--- config.mk ---
export PLATFORM = sky130hd
export DESIGN_NAME = decoder_nto2n_scan
export DESIGN_NICKNAME = d
export VERILOG_FILES = /design/src/rtl/decoder_nto2n_scan.sv
export SDC_FILE = /design/constraint.sdc
export NUM_CORES = 1
export LEC_CHECK = 0
export ABC_AREA = 1
export BUFFER_PORTS_ARGS = -buffer_cell sky130_fd_sc_hd__buf_4
export CAP_MARGIN = 30
export CORE_AREA = 5 5 42 44
export CTS_CLUSTER_DIAMETER = 100
export DETAILED_ROUTE_END_ITERATION = 7
export DIE_AREA = 0 0 47 49
export HOLD_SLACK_MARGIN = 0.06
export PLACE_DENSITY = 0.71
export SLEW_MARGIN = 10
export SYNTH_ARGS = -nofsm -noshare
export SYNTH_HDL_FRONTEND = slang
export SYNTH_SLANG_ARGS = --single-unit
--- constraint.sdc ---
create_clock -name clk -period 1.1 [get_ports clk]
set_clock_uncertainty 0.1 [all_clocks]
set_input_delay 0.165 -clock clk [delete_from_list [all_inputs] [get_ports clk]]
set_output_delay 0.165 -clock clk [all_outputs]
set_load 0.01 [all_outputs]
--- src/rtl/decoder_nto2n_scan.sv ---
// Registered N-to-2^N one-hot (or one-cold) decoder.
// Direct mode decodes a handshaked index; scan mode steps through every line on a prescaled tick.
module decoder_nto2n_scan #(
  parameter int unsigned N          = 2,
  parameter int unsigned PRESCALE   = 4,
  parameter bit          ACTIVE_LOW = 1'b0
) (
  input  logic              clk,
  input  logic              rst,
  input  logic              en,
  input  logic              mode,
  input  logic [N-1:0]      i,
  input  logic              in_valid,
  output logic [2**N-1:0]   d,
  output logic [N-1:0]      idx,
  output logic              out_valid
);

  localparam int unsigned W  = 2**N;
  localparam int unsigned PW = (PRESCALE > 1) ? $clog2(PRESCALE) : 1;

  localparam logic [PW-1:0] PC_LAST = PW'(PRESCALE - 1);
  localparam logic [W-1:0]  D_RST   = {W{ACTIVE_LOW}};

  logic [PW-1:0] pc_q, pc_d;
  logic [N-1:0]  idx_q, idx_d;
  logic [W-1:0]  d_q, d_d;
  logic          out_valid_q, out_valid_d;
  logic [N-1:0]  idx_next;

  // Selected line in the configured polarity.
  function automatic logic [W-1:0] decode(input logic [N-1:0] x);
    logic [W-1:0] v;
    v    = '0;
    v[x] = 1'b1;
    return ACTIVE_LOW ? ~v : v;
  endfunction

  // Scan increment wraps naturally at N bits.
  assign idx_next = idx_q + N'(1);

  // Next-state: direct mode holds pc at zero, which also clears it on any mode change.
  always_comb begin
    pc_d        = pc_q;
    idx_d       = idx_q;
    d_d         = d_q;
    out_valid_d = 1'b0;
    if (en) begin
      if (!mode) begin
        pc_d = '0;
        if (in_valid) begin
          idx_d       = i;
          d_d         = decode(i);
          out_valid_d = 1'b1;
        end
      end else if (pc_q == PC_LAST) begin
        pc_d        = '0;
        idx_d       = idx_next;
        d_d         = decode(idx_next);
        out_valid_d = 1'b1;
      end else begin
        pc_d = pc_q + PW'(1);
      end
    end
  end

  always_ff @(posedge clk or posedge rst) begin
    if (rst) begin
      pc_q        <= '0;
      idx_q       <= '0;
      d_q         <= D_RST;
      out_valid_q <= 1'b0;
    end else begin
      pc_q        <= pc_d;
      idx_q       <= idx_d;
      d_q         <= d_d;
      out_valid_q <= out_valid_d;
    end
  end

  assign d         = d_q;
  assign idx       = idx_q;
  assign out_valid = out_valid_q;

endmodule
# After elaboration in Yosys (flattened, before gate mapping)
# Index checks and enable logic that the tools add are counted.
[word_totals]
out_inout_bits = 7
reg_bits = 9
in_bits = 7
word_cells = 32
[op_classes]
magnitude_cmp = 4
eq_ne = 2
add_sub_neg = 2
reduce_logical = 4
muxes = 16
[ops]
columns = ["op", "n"]
rows = [
  ["two-way mux 4 bit", 3],
  ["two-way mux 2 bit", 5],
  ["less-than comparator 2 x 3 -> 1 bit (second input constant)", 2],
  ["two-way mux 1 bit", 6],
  ["adder 2 x 1 -> 2 bit (second input constant)", 2],
  ["demux 1 bit (select 2 bit)", 2],
  ["greater-or-equal comparator 2 x 1 -> 1 bit (second input constant)", 2],
  ["AND reduction 3 bit", 1],
  ["== test 2 bit (second input constant)", 1],
  ["logical AND 1 bit", 2],
  ["inequality test 2 x 1 -> 1 bit (second input constant)", 1],
  ["nonzero test 2 bit", 1],
]

# Depth between registers and ports, before layout
[depth]
word_depth = 7
depth_mapped = 7
ltp_nobuf = 6

# Worst setup path after synthesis
# OpenSTA, ideal clock, no wires.
[synth_path]
kind = "register to register"
startpoint = "register idx_q[0], in the netlist idx[0]"
endpoint = "register idx_q[1], in the netlist idx[1]"
slack_ps = -129
period_less_slack_ps = 1229
n_path_buf = 0
t_arrival_ps = 1012
stages_incl_launch_ff = 7
t_required_ps = 883
setup_time_ps = 117
cell_sequence = "dfrtp_1 inv_1 ha_1 nand2_1 nand2_1 nand3_1 nand2_1"
[synth_via]
elab_chain_len = 3
[synth_rtl]
columns = ["element", "line", "rtl"]
rows = [
  ["start: declaration", "26", "logic [N-1:0] idx_q, idx_d;"],
  ["start signal: assignment", "75", "idx_q <= idx_d;"],
  ["adder 2 x 1 -> 2 bit", "40", "assign idx_next = idx_q + N'(1);"],
  ["two-way mux 2 bit", "56", "end else if (pc_q == PC_LAST) begin"],
  ["two-way mux 2 bit", "49", "if (!mode) begin"],
]
# No other way between the ends. The select of a mux whose other input is x is not followed.
# A chain may end at the register's enable or synchronous reset.

# Worst setup path in the final report
[layout_path]
startpoint = "register idx_q[1], in the netlist idx[1]"
endpoint = "register d_q[0], in the netlist d[0]"
[layout_via]
elab_chain_len = 7
elab_cells_between_ends = 8
cone_classes = "add/sub: 1; order compare: 2; mux: 4; reduce/logical: 1"
[layout_rtl]
columns = ["element", "line", "rtl"]
rows = [
  ["adder 2 x 1 -> 2 bit (*)", "40", ""],
  ["less-than comparator 2 x 3 -> 1 bit (implied by the code) or greater-or-equal comparator 2 x 1 -> 1 bit (tied branches)", "35", "v[x] = 1'b1;"],
  ["logical AND 1 bit (implied by the code)", "35", ""],
  ["two-way mux 1 bit (implied by the code)", "35", ""],
  ["demux 1 bit (select 2 bit) (*)", "35", ""],
  ["two-way mux 4 bit (*)", "56", ""],
  ["two-way mux 4 bit (*)", "49", ""],
  ["end signal: assignment", "71", "d_q <= D_RST;"],
  ["end signal: assignment", "76", "d_q <= d_d;"],
  ["end: declaration", "27", "logic [W-1:0] d_q, d_d;"],
]
# Mark *: on every way between the ends. The rest lies on a longest branch, timed or not. The select of a mux whose other input is x is not followed.

==> metrics.md <==
| Metric | Value |
|---|---|
| Pre-antenna DRT Iters | `2` |
| CTS Buffer Depth | `2` |
| Wirelength, routed | `1.33 mm` |
| Violated checks | `negative setup slack` |
| Post-synthesis cell count | `69` |
| Synth Register Bits | `9` |
| Largest net degree at the start of global routing | `11` |
| Slowest library cell on the worst path | `dfrtp_1` |
| PwrDens | `1670 mW/mm^2` |
| Detailed Place HPWL | `935 microns` |
| Status | `finished, violations left` |
| Clk sinks | `9` |
| DIE WIDTH | `about 47 microns` |
| Port buffer count | `13` |
| Antenna Nets Post-Route | `0` |
| Max_cap viols | `0` |
| Delay of the slowest critical-path stage | `around 0.4 ns` |
| Area Growth Syn to Fin | `57.1%` |
| Endpoints failing hold | `0` |
| Clock transition at path regs | `roughly 0.060 ns` |
| Worst-skew pair later-pin latency | `0.26 ns` |
| Routed via count | `537` |
| GP Congestion | `0.747` |
| Root Driver | `clkbuf_4` |
| Top post-synthesis cells by area | `dfrtp_1 (40%), nand2_1 (21%), ha_1 (11%)` |
| Top cell type's share of synthesized area | `between 40% and 50%` |
| ANT cells | `0` |
| Register area share after synthesis | `40.4%` |
| Crit path arrival time | `approximately 1.3 ns` |
| CTS Buf Count | `3` |
| Met2 Usage GRT | `approximately a fifth` |
| Crit path kind | `register to register` |
| Delay-heaviest family, CP | `flip-flops` |
| First-pass GRT wire length | `~2.0 mm` |
| Die Ht | `49 microns` |
| Grt met3 use | `around 4.8%` |
| Starting DRT DRC Count | `5` |
| CP Capture Type | `register` |
| H-tree Lvls | `1` |
| Power Total | `1.46 mW` |
| Worst hold path type | `primary input to register` |
| Vias in the first global route | `between 500 and 600` |
| Fin crit share | `116%` |
| Nets@finish | `110` |
| Die area | `0.00230 sq mm` |
| Count of buffer and inverter cells on the critical path | `2` |
| Initial Util | `39.7%` |
| Worst path most repeated cell | `nand2_1` |
| IO Pins | `14` |
| Worst setup margin | `-0.171 ns` |
| Setup violators final | `8` |
| Synth Area per Inst | `8.07 sq um` |
| Drt wl/cell | `approximately 12 microns` |
| Synth warn | `0` |
| Leakage | `~0.47 nW` |
| WP data required | `1.15 ns` |
| Syn nets | `81` |
| Rel. slew slack | `76.3%` |
| Total gr overflow | `0` |
| CP cell instances | `buf_6 > buf_4 > ha_2 > nand2_1 > nand2_1 > nand2_1 > nand2_1` |
| Residual DRC | `0` |
| Setup_tns | `-0.717 ns` |
| Hold slack final | `0.0773 ns` |
| Met1 usage | `12.8%` |
| CP Launch Type | `register` |
| Unrepaired setup endpoints after global routing | `yes` |
| Max VDD drop | `0.000783 V` |
| DP Worst Slack | `-0.113 ns` |
| CTS tree | `built` |
| Initial antenna violation count | `0` |
| Core area | `roughly 0.0014 sq mm` |
| Post-synth cell types | `16` |
| Vias per Instance | `4.75` |
| Core Util, Final | `around 62%` |
| Worst-Margin Slew | `0.355 ns` |
| # rows | `14` |
| Synthesized area | `~560 sq um` |
| Share of cells above drive strength 1 | `roughly half` |
| Crit-path max FO | `2` |
| Layer with the highest usage | `met2` |
| Fmax | `~800 MHz` |
| Yosys top cell by area | `dfrtp_1` |
| Total GRT Usage | `12.0%` |
| Max-slew violations | `0` |
| Post-layout minimum cycle time | `roughly 1.3 ns` |
[worst reg2reg max path, cell delays in order (launching register included)]
cell and delay [ns]:
dfrtp_1 0.40, buf_6 0.12, buf_4 0.13, ha_2 0.16
nand2_1 0.07, nand2_1 0.07, nand2_1 0.07, nand2_1 0.04
[Yosys cell counts]
master,count
inv_2,1
buf_6,1
nor2_1,1
ha_1,5
o21ai_0,1
nand3_1,6
nor2_8,1
a21oi_1,2
nand2_1,31
o21ai_2,1
dfrtp_1,9
nor2_2,1
inv_1,6
nor2_4,1
inv_6,1
nand2_4,1
[metrics by stage]
step / instances / cell area [sq um]
floorplan: 69 / 558
global placement: 101 / 694
detailed placement: 101 / 694
CTS: 110 / 816
global route: 113 / 875
finish: 113 / 875
[layer usage]
layer	part of all wire (%)	vias to the layer above
met5	0	-
met4	3.2	0
met3	5.3	4
met2	55	16
met1	37	247
li1	-	270
[repair_timing]
| action | CTS | global route |
|---|---|---|
| endpoints found under the setup margin | 8 | 8 |
| hold endpoints to repair | 10 | 0 |
| setup buffers | 3 | 3 |
| resized for setup | 12 | 12 |
| hold buffers | 2 | 0 |
| pin swaps | 9 | 7 |
[area by class of cell]
class                      instances  area (sq um)
clock buffer                       4          26.3
fill                             121           527
inverter                           8          35.0
multi-input combinational         51           344
sequential                         9           226
tap                               16          20.0
timing repair buffer              25           223
[final timing paths]
kind,startpoint,endpoint,slack (ns),cells after the start
max in group asynchronous,rst,idx[0],0.30,3
worst max-delay path,idx[1],d[0],-0.17,7
worst max register to register,idx[1],d[0],-0.17,7
worst min-delay path,en,pc_q[1],0.08,3
min in group asynchronous,rst,pc_q[0],0.32,3
worst min register to register,d[3],d[3],0.39,2
[report_power, final]
part           leakage, nW  switching (mW)  total (mW)  internal, mW
registers            0.114          0.0638       0.475         0.412
clock network       0.0150           0.122       0.262         0.140
logic                0.336           0.319       0.727         0.408
[flip-flops by register name (all words and copies together) (netlist names)]
signal	cells
pc_q	2
d	4
out_valid	1
idx	2
[placed cells by master (no fill, tap or decap)]
master and n:
nor2_1 1, clkbuf_4 3, dfrtp_1 8, dfrtp_2 1, buf_6 8, nor2_2 1, nor2_4 1, inv_6 1
o21ai_2 2, dlygate4sd3_1 2, nand3_1 6, ha_2 2, a21oi_1 2, nand2_2 5, nor2_8 1, nand2_4 1
inv_1 4, inv_2 3, nand2_1 26, clkbuf_1 1, ha_4 3, buf_4 15
[cells by family (layout without fill, tap and decap cells)]
family / Yosys count / count (layout) / share of synthesized area (%)
AO/OA/AOI/OAI: 4 / 4 / 4.27
AND/OR/NAND/NOR: 42 / 42 / 35.7
buffers and inverters: 9 / 37 / 8.31
adder cells (fa/ha/maj): 5 / 5 / 11.2
flip-flops: 9 / 9 / 40.5
Note: power is estimated with default switching activity, not from simulation.
